File: src/rtl/uart_tx_pkg.sv
// Shared definitions for the serial link: FSM state encodings, line levels
// and the frame parity helper. The matching receiver imports the same package.
package uart_tx_pkg;

  localparam int unsigned STATE_W = 3;

  typedef enum logic [STATE_W-1:0] {
    ST_IDLE   = 3'd0,
    ST_START  = 3'd1,
    ST_DATA   = 3'd2,
    ST_PARITY = 3'd3,
    ST_STOP   = 3'd4
  } uart_state_e;

  localparam logic IDLE_LEVEL  = 1'b1;
  localparam logic START_LEVEL = 1'b0;
  localparam logic STOP_LEVEL  = 1'b1;

  // Zero-extended data does not change the XOR, so a fixed 8-bit port serves all widths.
  function automatic logic calc_parity(input logic [7:0] data, input logic odd);
    return (^data) ^ odd;
  endfunction

endpackage

File: src/rtl/uart_tx_baud_tick.sv
// Bit-period timer: registered one-cycle tick on the last clk of each bit
// period; held at the start of a period while clear is high.
module baud_tick #(
  parameter int unsigned CLKS_PER_BIT = 4
) (
  input  logic clk,
  input  logic rst,
  input  logic clear,
  output logic tick
);

  localparam int unsigned CNT_W = (CLKS_PER_BIT > 1) ? $clog2(CLKS_PER_BIT) : 1;
  localparam logic [CNT_W-1:0] CNT_LAST     = CNT_W'(CLKS_PER_BIT - 1);
  localparam logic [CNT_W-1:0] CNT_PRE_LAST = CNT_W'(CLKS_PER_BIT - 2);

  logic [CNT_W-1:0] cnt;

  always_ff @(posedge clk or posedge rst) begin
    if (rst) begin
      cnt <= '0;
    end else if (clear || (cnt == CNT_LAST)) begin
      cnt <= '0;
    end else begin
      cnt <= cnt + CNT_W'(1);
    end
  end

  // Tick is registered one cycle early so it lines up with cnt == CNT_LAST.
  always_ff @(posedge clk or posedge rst) begin
    if (rst) begin
      tick <= 1'b0;
    end else begin
      tick <= !clear && (cnt == CNT_PRE_LAST);
    end
  end

endmodule

File: src/rtl/uart_tx.sv
// Serial transmitter: accepts a word over valid/ready and sends it LSB first
// framed as start, data, optional parity, stop.
module uart_tx
  import uart_tx_pkg::*;
#(
  parameter int unsigned CLKS_PER_BIT = 4,
  parameter int unsigned DATA_BITS    = 8,
  parameter int unsigned PARITY_EN    = 0,
  parameter int unsigned PARITY_ODD   = 0
) (
  input  logic                 clk,
  input  logic                 rst,
  input  logic                 tx_valid,
  input  logic [DATA_BITS-1:0] tx_data,
  output logic                 tx_ready,
  output logic                 tx,
  output logic                 busy
);

  localparam int unsigned BIT_CNT_W = $clog2(DATA_BITS + 1);
  localparam logic [BIT_CNT_W-1:0] LAST_BIT = BIT_CNT_W'(DATA_BITS - 1);

  uart_state_e          state_q, state_d;
  logic [DATA_BITS-1:0] shreg_q, shreg_d;
  logic [BIT_CNT_W-1:0] bit_cnt_q, bit_cnt_d;
  logic                 parity_q, parity_d;
  logic                 tx_d, tx_ready_d, busy_d;
  logic                 baud_clear;
  logic                 bit_end;

  // The bit timer idles at zero so every frame starts on a fresh period.
  assign baud_clear = (state_q == ST_IDLE);

  baud_tick #(
    .CLKS_PER_BIT(CLKS_PER_BIT)
  ) u_baud_tick (
    .clk  (clk),
    .rst  (rst),
    .clear(baud_clear),
    .tick (bit_end)
  );

  always_ff @(posedge clk or posedge rst) begin
    if (rst) begin
      state_q   <= ST_IDLE;
      shreg_q   <= '0;
      bit_cnt_q <= '0;
      parity_q  <= 1'b0;
      tx        <= IDLE_LEVEL;
      tx_ready  <= 1'b1;
      busy      <= 1'b0;
    end else begin
      state_q   <= state_d;
      shreg_q   <= shreg_d;
      bit_cnt_q <= bit_cnt_d;
      parity_q  <= parity_d;
      tx        <= tx_d;
      tx_ready  <= tx_ready_d;
      busy      <= busy_d;
    end
  end

  // Next-state and next-output logic; tx_d is the level for the coming bit.
  always_comb begin
    state_d    = state_q;
    shreg_d    = shreg_q;
    bit_cnt_d  = bit_cnt_q;
    parity_d   = parity_q;
    tx_d       = tx;
    tx_ready_d = tx_ready;
    busy_d     = busy;

    case (state_q)
      ST_IDLE: begin
        tx_d       = IDLE_LEVEL;
        tx_ready_d = 1'b1;
        busy_d     = 1'b0;
        if (tx_valid && tx_ready) begin
          shreg_d    = tx_data;
          parity_d   = calc_parity(8'(tx_data), 1'(PARITY_ODD));
          bit_cnt_d  = '0;
          tx_d       = START_LEVEL;
          tx_ready_d = 1'b0;
          busy_d     = 1'b1;
          state_d    = ST_START;
        end
      end

      ST_START: begin
        if (bit_end) begin
          tx_d      = shreg_q[0];
          bit_cnt_d = '0;
          state_d   = ST_DATA;
        end
      end

      ST_DATA: begin
        if (bit_end) begin
          shreg_d = shreg_q >> 1;
          if (bit_cnt_q == LAST_BIT) begin
            bit_cnt_d = '0;
            if (PARITY_EN != 0) begin
              tx_d    = parity_q;
              state_d = ST_PARITY;
            end else begin
              tx_d    = STOP_LEVEL;
              state_d = ST_STOP;
            end
          end else begin
            bit_cnt_d = bit_cnt_q + BIT_CNT_W'(1);
            tx_d      = shreg_q[1];
          end
        end
      end

      ST_PARITY: begin
        if (bit_end) begin
          tx_d    = STOP_LEVEL;
          state_d = ST_STOP;
        end
      end

      ST_STOP: begin
        if (bit_end) begin
          tx_d       = IDLE_LEVEL;
          tx_ready_d = 1'b1;
          busy_d     = 1'b0;
          state_d    = ST_IDLE;
        end
      end

      default: begin
        shreg_d    = '0;
        bit_cnt_d  = '0;
        tx_d       = IDLE_LEVEL;
        tx_ready_d = 1'b1;
        busy_d     = 1'b0;
        state_d    = ST_IDLE;
      end
    endcase
  end

endmodule

File: config.mk
export PLATFORM = sky130hd
export DESIGN_NAME = uart_tx
export DESIGN_NICKNAME = d
export VERILOG_FILES = /design/src/rtl/uart_tx_pkg.sv /design/src/rtl/uart_tx_baud_tick.sv /design/src/rtl/uart_tx.sv
export SDC_FILE = /design/constraint.sdc
export NUM_CORES = 1
export LEC_CHECK = 0
export ABC_AREA = 1
export ABC_CLOCK_PERIOD_IN_PS = 3300
export BUFFER_PORTS_ARGS = -buffer_cell sky130_fd_sc_hd__buf_2
export CAP_MARGIN = 0
export CORE_MARGIN = 4
export CORE_UTILIZATION = 46
export DETAILED_ROUTE_END_ITERATION = 10
export PLACE_DENSITY_LB_ADDON = 0.1
export SYNTH_ARGS = -nofsm -noshare
export SYNTH_HDL_FRONTEND = slang
export SYNTH_HIERARCHICAL = 1
export SYNTH_SLANG_ARGS = --single-unit
File: constraint.sdc
create_clock -name clk -period 3.3 [get_ports clk]
set_input_delay 0.165 -clock clk [delete_from_list [all_inputs] [get_ports clk]]
set_output_delay 0.165 -clock clk [all_outputs]
set_load 0.005 [all_outputs]
==> impl.org, run 1 <==
** Layout
- Synthesis-to-layout area growth :: 10.69%
- Register area :: about 530 um2
- Ratio of cells with drive above 1 in the final layout :: 19.02%
- Counting the fill cells in the layout gives around 260.
- Number of antenna repair diodes :: 0
- In the final layout, the multi-input gates occupy 625.6 um2.
- Post-route insts no fill :: roughly 210
- At the end of the flow, the number of nets in the layout was slightly below 200.

** Floorplan
- CORE AREA :: roughly 0.0025 mm2
- The die is 59.68 um wide.
- The die is 59.68 um tall.
- Number of rows in the core area :: 18
- Initial Util :: 48.71%
- In this run the count of I/O pins placed on the die edge is 14.
- The floorplan step defined a die boundary enclosing between 0.003 and 0.004 mm2.

** Drt
- For this run, design rule violations remaining after detail routing come to 0.
- Summing over every cut layer, the via total after detailed routing is around 1.1k.
- After detailed routing, the number of vias per cell comes to 4.925.
- The first TritonRoute pass finished after 4 iterations.
- For this block, the routed nets add up to 2348 um of wire.
- Post-DR wirelength/cell :: 10.97 um
- Initial drt markers :: 36
- The count of nets left with antenna violations once routing finished came out at 0.

** STA
- Post-route setup TNS :: 0 ns
- RSZ-0062 raised after global routing :: false
- Maximum achievable frequency :: 687.4 MHz
- Maximum clock skew at final layout :: about 0.0011 ns
- Worst slew margin relative to its limit :: around 53%
- Slew of the pin with the lowest slew margin :: 0.7062 ns
- The final count of hold timing violations came to 0.
- Endpoints failing setup :: 0
- The final-report max-slew violation count is 0.
- Dividing the final minimum period by the clock period gives between 40 and 50%.
- Clock period minus final worst setup slack :: approximately 1.5 ns

** Critical path
- The worst register-to-register path ends at shreg_q[7].
- The worst register-to-register path has a setup slack of 1.85 ns.
- Worst Path Class, Setup :: reg2reg
- Worst setup path startpoint :: state_q[1]
- The critical path ends at shreg_q[7].
- Crit. End Element :: flop
- Kind of launch point of the worst setup path :: flop
- The worst register-to-register path begins at state_q[1].
- R2R depth :: 7
- Data arrival at the endpoint of the critical path :: approximately 1.7 ns
- For the worst setup path, the data required time is 3.51 ns.
- In this run the worst path has a maximum fanout of 10.

** Synthesis
- The synthesized netlist devotes a little under half of its cell area to simple gates.
- Of the post-synthesis cell area, the part taken by muxes is 0%.
- Summed instance area of the synthesized netlist :: approximately 0.0012 mm2
- By area, the combinational part of the netlist is dominated by simple AND/OR/NAND/NOR gates.
- The Yosys step of the flow raised 6 warnings.
- Synthesis produced a netlist whose cell count is approximately 170.
- Synthesis inferred 21 register bits.
- Xor and xnor area share after synthesis :: 0%
- Yosys attributes the largest share of cell area to sky130_fd_sc_hd__dfrtp_1 (39%), sky130_fd_sc_hd__nand2_1 (23%), sky130_fd_sc_hd__nand3_1 (5.7%), sky130_fd_sc_hd__nor2_1 (4.9%), sky130_fd_sc_hd__dfstp_2 (4.3%).
- After synthesis, the mean cell area works out to about 7.4 um2.
- After synthesis, the netlist uses 23 different library cells.
- Sequential elements use between 40% and 50% of the synthesized area.
- Synthesis produced a netlist with a net count of roughly 180.
- In this run the biggest area consumer among cell types represents roughly two fifths of the synthesized area.
- Summing the areas of all compound-gate instances in the mapped netlist gives ~1.8% of the synthesized area.
- The synthesized design spends more area on one cell type than any other, namely sky130_fd_sc_hd__dfrtp_1.
- The synthesized netlist devotes under 10% of its cell area to adder and majority cells.

** CTS
- TritonCTS built the clock tree.
- TritonCTS Sinks :: 21
- Counting the buffers created by CTS gives 3.
- Post-cts sizing count :: 0
- The later pin in the worst-skew pair is clocked with a latency of around 0.30 ns.
- Clock root buffer :: sky130_fd_sc_hd__clkbuf_4
- Number of buffers between clock root and the deepest sink :: 2
- Clock-pin slew was measured on the worst setup and hold paths at between 0.1 and 0.15 ns.
- CTS H-tree lvls :: 1

** Pwr
- After layout, the design draws a total of around 1200 uW.
- The worst-case IR drop observed on VDD is about 0.46 mV.
- Leakage dissipation :: 0.0007815 uW
- In this run the power density over the cells is approximately 870 mW/mm2.

** Place
- Count of placed standard cells including taps :: approximately 210
- Routability-driven placement finished with a final weighted congestion of roughly 0.82.
- The HPWL after detailed placement is between 1500 and 2000 um.
- # port buffers :: 13

** Global route
- Sum of overflow across all layers after global routing :: 0
- The number of global-route vias before repair was just under 1k.
- Entering global routing, the biggest net connects 19 pins.
- The first global-routing pass estimated between 4000 and 5000 um of wire.
- The initial antenna violation count is 0.
- Global routing consumed, over all layers together, 14.57% of the routing resources.

** Outcome
- The flow ran to the end, and the final reports show no timing, DRC or antenna violations.

** Min path
- In this run the worst hold path is classified as in2reg.

** Job
- The tool flagged a number of max-cap violations equal to 0.
## how the worst min path moves through the flow
stage	startpoint	to	slack, ns	depth (start not counted)
4_1_cts	tx_data[2]	shreg_q[2]	0.16	5
3_5_place_dp	rst	u_baud_tick/cnt[0]	0.05	2
3_3_place_gp	rst	u_baud_tick/cnt[0]	0.04	2
5_1_grt	tx_data[2]	shreg_q[2]	0.16	5
6_report	tx_data[0]	shreg_q[0]	0.17	5
2_1_floorplan	rst	u_baud_tick/cnt[0]	-0.08	1
## layout by cell type (no fill, tap or decap), drive strengths merged
| cell type | synthesis | final |
|---|---|---|
| clkbuf | 0 | 4 |
| dfrtp | 19 | 19 |
| o21bai | 1 | 1 |
| nor3b | 1 | 1 |
| nand3b | 1 | 1 |
| o21ai | 2 | 2 |
| buf | 1 | 13 |
| ha | 3 | 3 |
| dlygate4sd3 | 0 | 1 |
| dfstp | 2 | 2 |
| nor2 | 21 | 21 |
| nand3 | 17 | 17 |
| inv | 18 | 18 |
| a21oi | 1 | 1 |
| nand2 | 78 | 78 |
| nor3 | 2 | 2 |
## cell families after synthesis
kind of cell    Yosys count
compound gates            4
fa+ha+maj                 3
buf+inv                  19
flops                    21
simple gates            120
## cell type report
type / count / area share (%)
clock buffers: 4 / 1.932
inverters: 18 / 4.968
multi-input cells: 127 / 46.00
flip-flops and latches: 21 / 38.82
well taps: 30 / 2.760
repair buffers: 14 / 5.520
## sequential cells by signal, indices dropped and copies added, names as in the netlist
| signal | flops |
|---|---|
| shreg_q | 8 |
| bit_cnt_q | 4 |
| tx_ready | 1 |
| u_baud_tick/cnt | 2 |
| tx | 1 |
| state_q | 3 |
| u_baud_tick/tick | 1 |
| busy | 1 |
## report_power, final
part	switching, uW	internal, uW	leakage (uW)	total, uW
Clock	80.7	47.2	0.0000150	128
Combinational	411	211	0.000494	622
Sequential	75.1	354	0.000272	429
## cell usage after synthesis, drive strengths merged
| cell type | instances |
|---|---|
| a21oi | 1 |
| buf | 1 |
| dfrtp | 19 |
| dfstp | 2 |
| ha | 3 |
| inv | 18 |
| nand2 | 78 |
| nand3 | 17 |
| nand3b | 1 |
| nor2 | 21 |
| nor3 | 2 |
| nor3b | 1 |
| o21ai | 2 |
| o21bai | 1 |
## critical path: stages, from the launching register on
cell,delay (ns)
sky130_fd_sc_hd__dfrtp_1,0.58
sky130_fd_sc_hd__nor2_2,0.11
sky130_fd_sc_hd__nand2_1,0.13
sky130_fd_sc_hd__nand2_2,0.10
sky130_fd_sc_hd__nor2_8,0.21
sky130_fd_sc_hd__nand2_4,0.11
sky130_fd_sc_hd__nand2_1,0.07
sky130_fd_sc_hd__nand2_1,0.05
## metal layers
layer  GRT usage [%]  wire, um  up-vias
li1                -         -      546
met2           23.61      1149       18
met1           18.51      1090      486
met3           2.592        77        4
met5               0         0        -
met4           7.278        30        0
## through the flow
step / instance area [um2] / setup slack, ns / hold slack, ns / util, %
global placement: 1324 / 1.914 / 0.04348 / 52.48
CTS: 1360 / 1.831 / 0.1582 / 53.92
global route: 1360 / 1.672 / 0.1631 / 53.92
floorplan: 1229 / 2.105 / -0.08136 / -
detailed placement: 1324 / 1.854 / 0.04757 / 52.48
finish: 1360 / 1.845 / 0.1671 / 53.92
## what timing repair did
item                       CTS  global route
setup buffers                0             0
setup endpoints to repair    0             0
hold endpoints to repair    19             0
hold buffers                 1             0
Note: power is estimated with default switching activity, not from simulation.
==> inputs of run 2 (changes only) <==
- ABC_CLOCK_PERIOD_IN_PS: 3300 -> 1400
- clock period: 3.3 -> 1.4 ns (I/O delays scaled with it)
==> impl.org, run 2 (same netlist as run 1, synthesis figures left out) <==
** Pwr
- The combinational power share is 56.3% (+3.5 points).
- Power, Total :: 3018 uW (+160%)
- The power density over the cells came to 2054 mW/mm2 (+140%).
- Proportion of power drawn by flip-flops and latches :: 33.6% (-2.8 points)
- The cell internal power dissipation came to 1588 uW (+160%).
- The leakage power was 0.0008243 uW (+5.5%).
- Sw power :: 1430 uW (+150%)
- Relative contribution of the clock network to total power :: 10.1% (-0.8 points)
- The maximum vdd ir drop was 1.287 mV (+180%).
- Switching share of power :: 47.38% (-0.70 points)

** Drt
- Initial drt markers :: 59 (+64%)
- Number of nets with antenna violations after detailed routing :: 0 (unchanged)
- The routed via count divided by cell count is 4.973 (+0.96%).
- The total via count in the routed design was 1,094 (+3.8%).
- The detailed-route wire length per cell is 11.40 um (+3.9%).
- The number of iterations in the first detailed-routing pass is 4 (unchanged).
- Routed WL :: 2509 um (+6.9%)
- The number of DRC violations after detailed routing is 0 (unchanged).

** CTS
- The H-tree level count was 1 (unchanged).
- TritonCTS Sinks :: 21 (unchanged)
- TritonCTS built the clock tree.
- Post-CTS clock slew at the launch and capture registers of the worst setup and hold paths :: 0.13 ns (about the same)
- The clock latency on the worst-skew pair was 0.31 ns (about the same).
- The total clock buffers created by CTS is 3 (unchanged).
- The number of buffers between clock root and the deepest sink was 2 (unchanged).
- The tree is rooted in a sky130_fd_sc_hd__clkbuf_4.

** Critical path
- The count of buffering cells on the critical path with inverters included came to 1 (+1).
- The data arrival time of the critical path was 1.54 ns (-0.13 ns).
- The highest net fanout along the worst path is 5 (-5).
- Number of cells on the critical path :: 7 (unchanged)
- R2R depth :: 7 (unchanged)
- The minimum setup slack among reg-to-reg paths is 0.07 ns (-1.78 ns).
- End of the worst register-to-register path :: state_q[0]
- In this design, the critical path's most frequently occurring cell is sky130_fd_sc_hd__nand2_1.
- Delay-heaviest family, CP :: flip-flops
- The setup path with the least slack is of type reg2reg.
- In this run the worst setup path begins at state_q[1].
- Crit. End Element :: flop
- The worst setup path is launched from a flop.
- Worst-path cell with the longest stage delay :: sky130_fd_sc_hd__dfrtp_2
- Critical path endpoint :: state_q[0]
- Worst Path Required :: 1.61 ns (-1.90 ns)
- Worst R2R Start :: state_q[1]
- The critical path goes through buf_4 -> o21ai_1 -> nand2_1 -> nand2_2 -> nand2_1 -> nand2_1 -> nand2_1.
- Crit-path max cell delay :: 0.48 ns (-0.10 ns)

** Outcome
- Outcome :: complete, no violations

** Floorplan
- The total die area was 0.003562 mm2 (unchanged).
- CORE AREA :: 0.002522 mm2 (unchanged)
- Number of rows in the core area :: 18 (unchanged)
- The die span in x is 59.68 um (unchanged).
- The height of the chip was 59.68 um (unchanged).
- The initial standard-cell utilization of the core is 48.71% (unchanged).
- # IOs :: 14 (unchanged)

** Layout
- The library cell used most frequently in the layout, excluding fill and tap cells, is sky130_fd_sc_hd__nand2_1.
- Final net count :: 205 (+3.0%)
- The footprint of the multi-input gates is 683.2 um2 (+9.2%).
- The post-route cell area is 0.001469 mm2 (+8.0%).
- The utilization after layout came to 58.23% (+4.3 points).
- Register area :: 531.8 um2 (+0.71%)
- The number of inserted diodes came to 0 (unchanged).
- The fraction of final layout cells with drive strength greater than 1 is 26.32% (+7.3 points).
- Most frequent cells in the layout :: sky130_fd_sc_hd__nand2_1 (73), sky130_fd_sc_hd__dfrtp_1 (16), sky130_fd_sc_hd__nand3_1 (14)
- The number of flip-flops in the largest register came to 8 (unchanged).
- Layout filler cell count :: 236 (-8.5%)
- Register containing the most flip-flops in the final layout :: shreg_q
- The area growth from synthesis to layout is 19.55%.
- In the final layout, the registers with the most flip-flops are shreg_q: 8 flops, bit_cnt_q: 4 flops, state_q: 3 flops.

** STA
- The final-report max-slew violation count is 0 (unchanged).
- The minimum period implied by the final worst setup slack came to 1.335 ns (-0.1200 ns).
- The maximum operating frequency was 749.2 MHz (+9.0%).
- Maximum clock skew at final layout :: 0.009362 ns (+0.008221 ns)
- The ratio of final minimum period to clock period came to 95.34% (+51 points).
- The tightest hold margin came to 0.06586 ns (-0.1012 ns).
- Final hold viol count :: 0 (unchanged)
- Endpoints failing setup :: 0 (unchanged)
- The headroom to the max-slew limit came to 77.01% (+24 points).
- Slew of the pin with the lowest slew margin :: 0.3445 ns (-0.3617 ns)

** Job
- Maxcap violations :: 0 (unchanged)

** Global route
- The number of global-route vias before repair came to 986 (+0.41%).
- Maximum number of pins on one net before global-route repair :: 12 (-7)
- The all-layer global routing usage was 15.28% (+0.71 points).
- The residual overflow from global routing was 0 (unchanged).
- The initial antenna violation count is 0 (unchanged).
- The wire length of the first global-routing pass was 4202 um (+3.6%).

** Min path
- In this run the worst hold path is classified as in2reg.

** Place
- The standard cell area after detailed placement was 0.001339 mm2 (+1.1%).
- The final weighted congestion in routability-driven placement was 0.8024 (-2.5%).
- Half-perimeter wire length of the detailed placement result :: 1792 um (+2.8%)
- The number of I/O port buffers was 13 (unchanged).
-- run 2: cell count changes in the layout (fill, tap and decap cells not counted), sizes merged --
cell	change
buf	+6
-- run 2: per-stage QoR --
step,worst slack (ns),std cells,setup TNS (ns)
finish,0.06522,220,0
detailed placement,0.03227,211,0
CTS,0.0001453,216,0
global placement,0.05322,211,0
floorplan,0.2052,167,0
global route,-0.04204,220,-0.1025
-- run 2: area by class of cell --
type / instances / area share (%)
clock buffers: 4 / 1.789
inverters: 18 / 4.770
multi-input cells: 127 / 46.51
flip-flops and latches: 21 / 36.20
well taps: 30 / 2.555
repair buffers: 20 / 8.177
-- run 2: worst min-delay path by stage --
stage                           from  slack, ns            endpoint  cells after the start
after floorplan                  rst      -0.18  u_baud_tick/cnt[0]                      1
after global placement           rst      -0.05    u_baud_tick/tick                      2
after detailed placement         rst      -0.04  u_baud_tick/cnt[1]                      2
after CTS                 tx_data[2]       0.07          shreg_q[2]                      5
after global routing      tx_data[2]       0.08          shreg_q[2]                      5
final                     tx_data[5]       0.07          shreg_q[5]                      5
-- run 2: power by group through the flow --
stage | Combinational [uW] | Sequential [uW] | Clock [uW]
after floorplan | 1220 | 967 | 0
after global placement | 1490 | 998 | 0
after detailed placement | 1520 | 1010 | 0
after CTS | 1520 | 993 | 314
after global routing | 1940 | 1050 | 327
final | 1700 | 1010 | 305
-- run 2: metal layers --
metal  GRT usage, %  share of wire, %  wire length [um]
met4          5.696               1.2                30
met3          1.944               3.8                95
met2          24.54                49              1217
met5              0                 0                 0
met1          20.95                46              1166
-- run 2: timing repair --
action / in CTS / in global routing
hold buffers: 1 / 0
endpoints found under the hold margin: 11 / 0
setup buffers: 0 / 4
resized for setup: 0 / 17
setup endpoints to repair: 0 / 16
-- run 2: worst register-to-register path: cells and delay by family (launching register included) --
family | cells | cell delay (ns)
AOI/OAI and AO/OA | 1 | 0.18
DFF | 1 | 0.48
buffers and inverters | 1 | 0.18
and+or+nand+nor | 5 | 0.40
==> inputs of run 3 (changes only) <==
- ABC_AREA: 1 -> default
==> impl.org, run 3 <==
** Outcome
- The flow ran to the end, but the final reports show violations.
- Failing checks :: setup timing

** Floorplan
- # IOs :: 14 (unchanged)
- Full die area :: 0.003341 mm2 (-6.2%)
- The initial standard-cell utilization of the core was 50.14% (+1.4 points).
- The total core area is 0.002276 mm2 (-9.8%).
- The die span in x was 57.81 um (-3.1%).
- Number of rows in the core area :: 17 (-1)
- Vert. Die Dim :: 57.81 um (-3.1%)

** Drt
- Initial drt markers :: 20 (-66%)
- The post-route antenna net violation count came to 0 (unchanged).
- Remaining DRCs :: 0 (unchanged)
- Total via count after detailed routing :: 883 (-19%)
- The routed via count divided by cell count is 5.164 (+3.8%).
- The number of iterations in the first detailed-routing pass came to 4 (unchanged).
- The detailed-route wire length per cell is 13.37 um (+17%).
- Routed WL :: 2286 um (-8.9%)

** Critical path
- Critical path peak fanout :: 8 (+3)
- The data arrival time of the critical path came to 1.71 ns (+0.17 ns).
- STA classifies the critical path endpoint as a flop.
- Worst-path cell with the longest stage delay :: sky130_fd_sc_hd__dfstp_2
- Register-to-register path setup slack :: -0.1 ns (-0.17 ns)
- In this run the critical register-to-register path is captured at shreg_q[6].
- R2R depth :: 5 (-2)
- Kind of launch point of the worst setup path :: flop
- The worst path required time came to 1.61 ns (about the same).
- Critical-path cell list :: nand4bb_1 -> a21o_1 -> nor2b_4 -> buf_12 -> mux2_4
- Worst R2R Start :: tx_ready
- Crit-path max cell delay :: 0.55 ns (+0.07 ns)
- The critical path in this run is classified as reg2reg.

** Synthesis
- The average cell area after synthesis was 10.87 um2 (+48%).
- The most common cell in the synthesized netlist is sky130_fd_sc_hd__dfrtp_1.
- Synthesized netlist cell count :: 105 (-37%)
- By count the netlist is led by sky130_fd_sc_hd__dfrtp_1 (19), sky130_fd_sc_hd__a22o_1 (7), sky130_fd_sc_hd__mux2_4 (7), sky130_fd_sc_hd__nand2_1 (7), sky130_fd_sc_hd__inv_1 (6).
- Leading area contributor after synthesis :: sky130_fd_sc_hd__dfrtp_1
- The top-area cell type share of the netlist area came to 41.67% (+3.0 points).
- Synth top area cells :: sky130_fd_sc_hd__dfrtp_1 (42%), sky130_fd_sc_hd__mux2_4 (9.2%), sky130_fd_sc_hd__a22o_1 (5.4%), sky130_fd_sc_hd__dfstp_2 (4.6%), sky130_fd_sc_hd__ha_1 (3.3%)
- The number of synthesis warnings came to 6 (unchanged).
- The sequential area share after synthesis was 46.27% (+3.3 points).
- Among all flip-flop cells after synthesis, the most frequent one is sky130_fd_sc_hd__dfrtp_1.
- The distinct cell type count of the synthesized netlist was 36 (+57%).
- Async set or reset register ratio after synthesis :: 100.0% (unchanged)
- Number of flops mapped to enable cells by yosys :: 0 (unchanged)
- Flop and latch count out of synthesis :: 21 (unchanged)
- The synthesized area is 0.001141 mm2 (-7.1%).
- Number of nets in the synthesized netlist :: 119 (-34%)

** Layout
- The footprint of the multi-input gates is 586.8 um2 (-14%).
- The number of flip-flops in the largest register came to 8 (unchanged).
- Most frequent cells in the layout :: sky130_fd_sc_hd__buf_4 (20), sky130_fd_sc_hd__dfrtp_1 (19), sky130_fd_sc_hd__buf_2 (13)
- Register area :: 528.0 um2 (-0.71%)
- Leaving out fill and tap cells, the most frequent cell in the layout is sky130_fd_sc_hd__buf_4.
- Post-layout instance area :: 0.001488 mm2 (+1.3%)
- The register with the most flip-flops in the final layout is shreg_q.
- Synthesis-to-layout area growth :: 30.37%
- The fraction of final layout cells with drive strength greater than 1 came to 44.76% (+18 points).
- The number of inserted diodes is 0 (unchanged).
- The largest registers in the layout are shreg_q: 8 flops, bit_cnt_q: 4 flops, state_q: 3 flops.
- Final net count :: 158 (-23%)
- The number of filler cells placed in the layout came to 191 (-19%).

** Global route
- Initial antenna violation count :: 0 (unchanged)
- The wire length of the first global-routing pass came to 3801 um (-9.5%).
- The number of global-route vias before repair came to 914 (-7.3%).
- The all-layer global routing usage is 14.68% (-0.60 points).
- The residual overflow from global routing came to 0 (unchanged).
- The pin count of the biggest net entering global routing is 12 (unchanged).

** STA
- The tightest hold margin came to 0.1011 ns (+0.03519 ns).
- Clock period minus final worst setup slack :: 1.500 ns (+0.1652 ns)
- PnR worst setup slack :: -0.09996 ns (-0.1652 ns)
- The headroom to the max-slew limit was 74.50% (-2.5 points).
- The slew at the pin closest to its max-slew limit was 0.3821 ns (+0.03762 ns).
- RSZ-0062 raised after global routing :: true
- Maximum achievable frequency :: 666.7 MHz (-11%)
- Maximum clock skew at final layout :: 0.001890 ns (-0.007471 ns)
- Endpoints failing setup :: 9 (+9)
- Post-route fraction of the period consumed by the critical path :: 107.1% (+12 points)
- The final count of hold timing violations came to 0 (unchanged).
- Number of slew-limit violations in the final report :: 0 (unchanged)

** Pwr
- Relative contribution of the clock network to total power :: 10.3% (+0.2 points)
- The maximum vdd ir drop came to 0.9710 mV (-25%).
- Leakage dissipation :: 0.0007563 uW (-8.2%)
- The cell internal power dissipation came to 1903 uW (+20%).
- The power spent charging and discharging nets is 989.8 uW (-31%).
- Proportion of power drawn by flip-flops and latches :: 34.6% (+1.0 points)
- Cell Pwr Density :: 1944 mW/mm2 (-5.4%)
- The combinational power share was 55.2% (-1.1 points).
- Switching share of power :: 34.22% (-13 points)

** CTS
- Clock insertion delay at the later pin of the skew report :: 0.31 ns (about the same)
- TritonCTS Sinks :: 21 (unchanged)
- Clock tree from TritonCTS :: yes
- Number of buffers between clock root and the deepest sink :: 2 (unchanged)
- The H-tree level count is 1 (unchanged).
- Clock root buffer :: sky130_fd_sc_hd__clkbuf_4
- Clock buffer count from CTS :: 3 (unchanged)
- The CTS clock-pin slew for the worst setup and hold paths came to 0.11 ns (-0.02 ns).

** Min path
- Origin of the worst min-delay path :: tx_data[5]
- The worst hold path belongs to the class in2reg.
- Hold path depth :: 3 (-2)
- WHS Endpoint :: shreg_q[5]

** Place
- The standard cell area after detailed placement came to 0.001363 mm2 (+1.8%).
- Final GP Congestion :: 0.7498 (-6.6%)
- The estimated wirelength of the detail-placed design came to 1726 um (-3.7%).
- # port buffers :: 13 (unchanged)

** Job
- The number of max-capacitance violations reported came to 0 (unchanged).
## run 3: changes by cell type after synthesis, moves of 4 or more
cell,previous run,this run
sky130_fd_sc_hd__nand2_1,75,7
sky130_fd_sc_hd__nor2_1,16,5
sky130_fd_sc_hd__nand3_1,14,5
sky130_fd_sc_hd__a22o_1,0,7
sky130_fd_sc_hd__inv_1,13,6
sky130_fd_sc_hd__mux2_4,0,7
sky130_fd_sc_hd__inv_2,5,0
sky130_fd_sc_hd__nor2b_1,0,4
sky130_fd_sc_hd__nor3_1,1,5
## run 3: final cells by class
type	count	area share, %
multi-input combinational	73	39.44
clock buffer	4	1.766
inverter	6	1.514
tap	28	2.355
sequential	21	35.49
timing repair buffer	39	19.43
## run 3: per-layer routing
layer	up-vias	global-route usage, %	share of wire, %	wire length [um]
met5	-	0	0	0
met4	0	6.954	1.9	43
met3	5	2.004	2.5	58
met2	13	24.68	48	1102
met1	418	18.50	47	1082
li1	447	-	-	-
## run 3: power by group through the flow
stage               logic [uW]  registers, uW  clock network, uW
floorplan                  992            994                  0
global placement          1430           1000                  0
detailed placement        1470           1000                  0
CTS                       1510            998                308
global route              1750           1030                331
finish                    1600           1000                297
## run 3: worst max path at each step
| stage | start | end | slack, ns | depth (start not counted) |
|---|---|---|---|---|
| after CTS | tx_ready | shreg_q[6] | -0.11 | 5 |
| after floorplan | state_q[0] | shreg_q[0] | -0.11 | 6 |
| final | tx_ready | shreg_q[6] | -0.1 | 5 |
| after global placement | tx_ready | shreg_q[1] | -0.08 | 5 |
| after detailed placement | tx_ready | shreg_q[6] | -0.1 | 5 |
| after global routing | state_q[2] | bit_cnt_q[3] | -0.16 | 5 |
## run 3: logic make-up after synthesis
group	after synthesis	share of synthesized area (%)
multiplexers	9	11.07
AND/OR/NAND/NOR	39	20.62
adder cells (fa/ha/maj)	3	3.290
buffers and inverters	11	4.934
AO/OA/AOI/OAI	22	13.82
flip-flops	21	46.27
## run 3: timing repair
item	4_1_cts	5_1_grt
buffers inserted	3	5
hold buffers	2	0
hold endpoints to repair	10	0
endpoints found under the setup margin	11	16
pin swaps	1	4
resized for setup	3	11
## run 3: critical path, delay by kind of cell, from the launching register on
kind                   cells  cell delay [ns]
AO/OA/AOI/OAI              1             0.20
buffers and inverters      1             0.13
flip-flops                 1             0.55
multiplexers               1             0.29
AND/OR/NAND/NOR            2             0.24
## run 3: stage by stage
step	setup WS [ns]	cells	total power [uW]	util, %	TNS, ns
final	-0.09996	171	2893	65.37	-0.7886
after global routing	-0.1568	171	3110	65.37	-1.394
after CTS	-0.1106	168	2817	62.89	-0.8404
after detailed placement	-0.09909	160	2470	59.87	-0.7022
after global placement	-0.08380	160	2429	59.87	-0.5999
after floorplan	-0.1109	105	1986	-	-0.8696
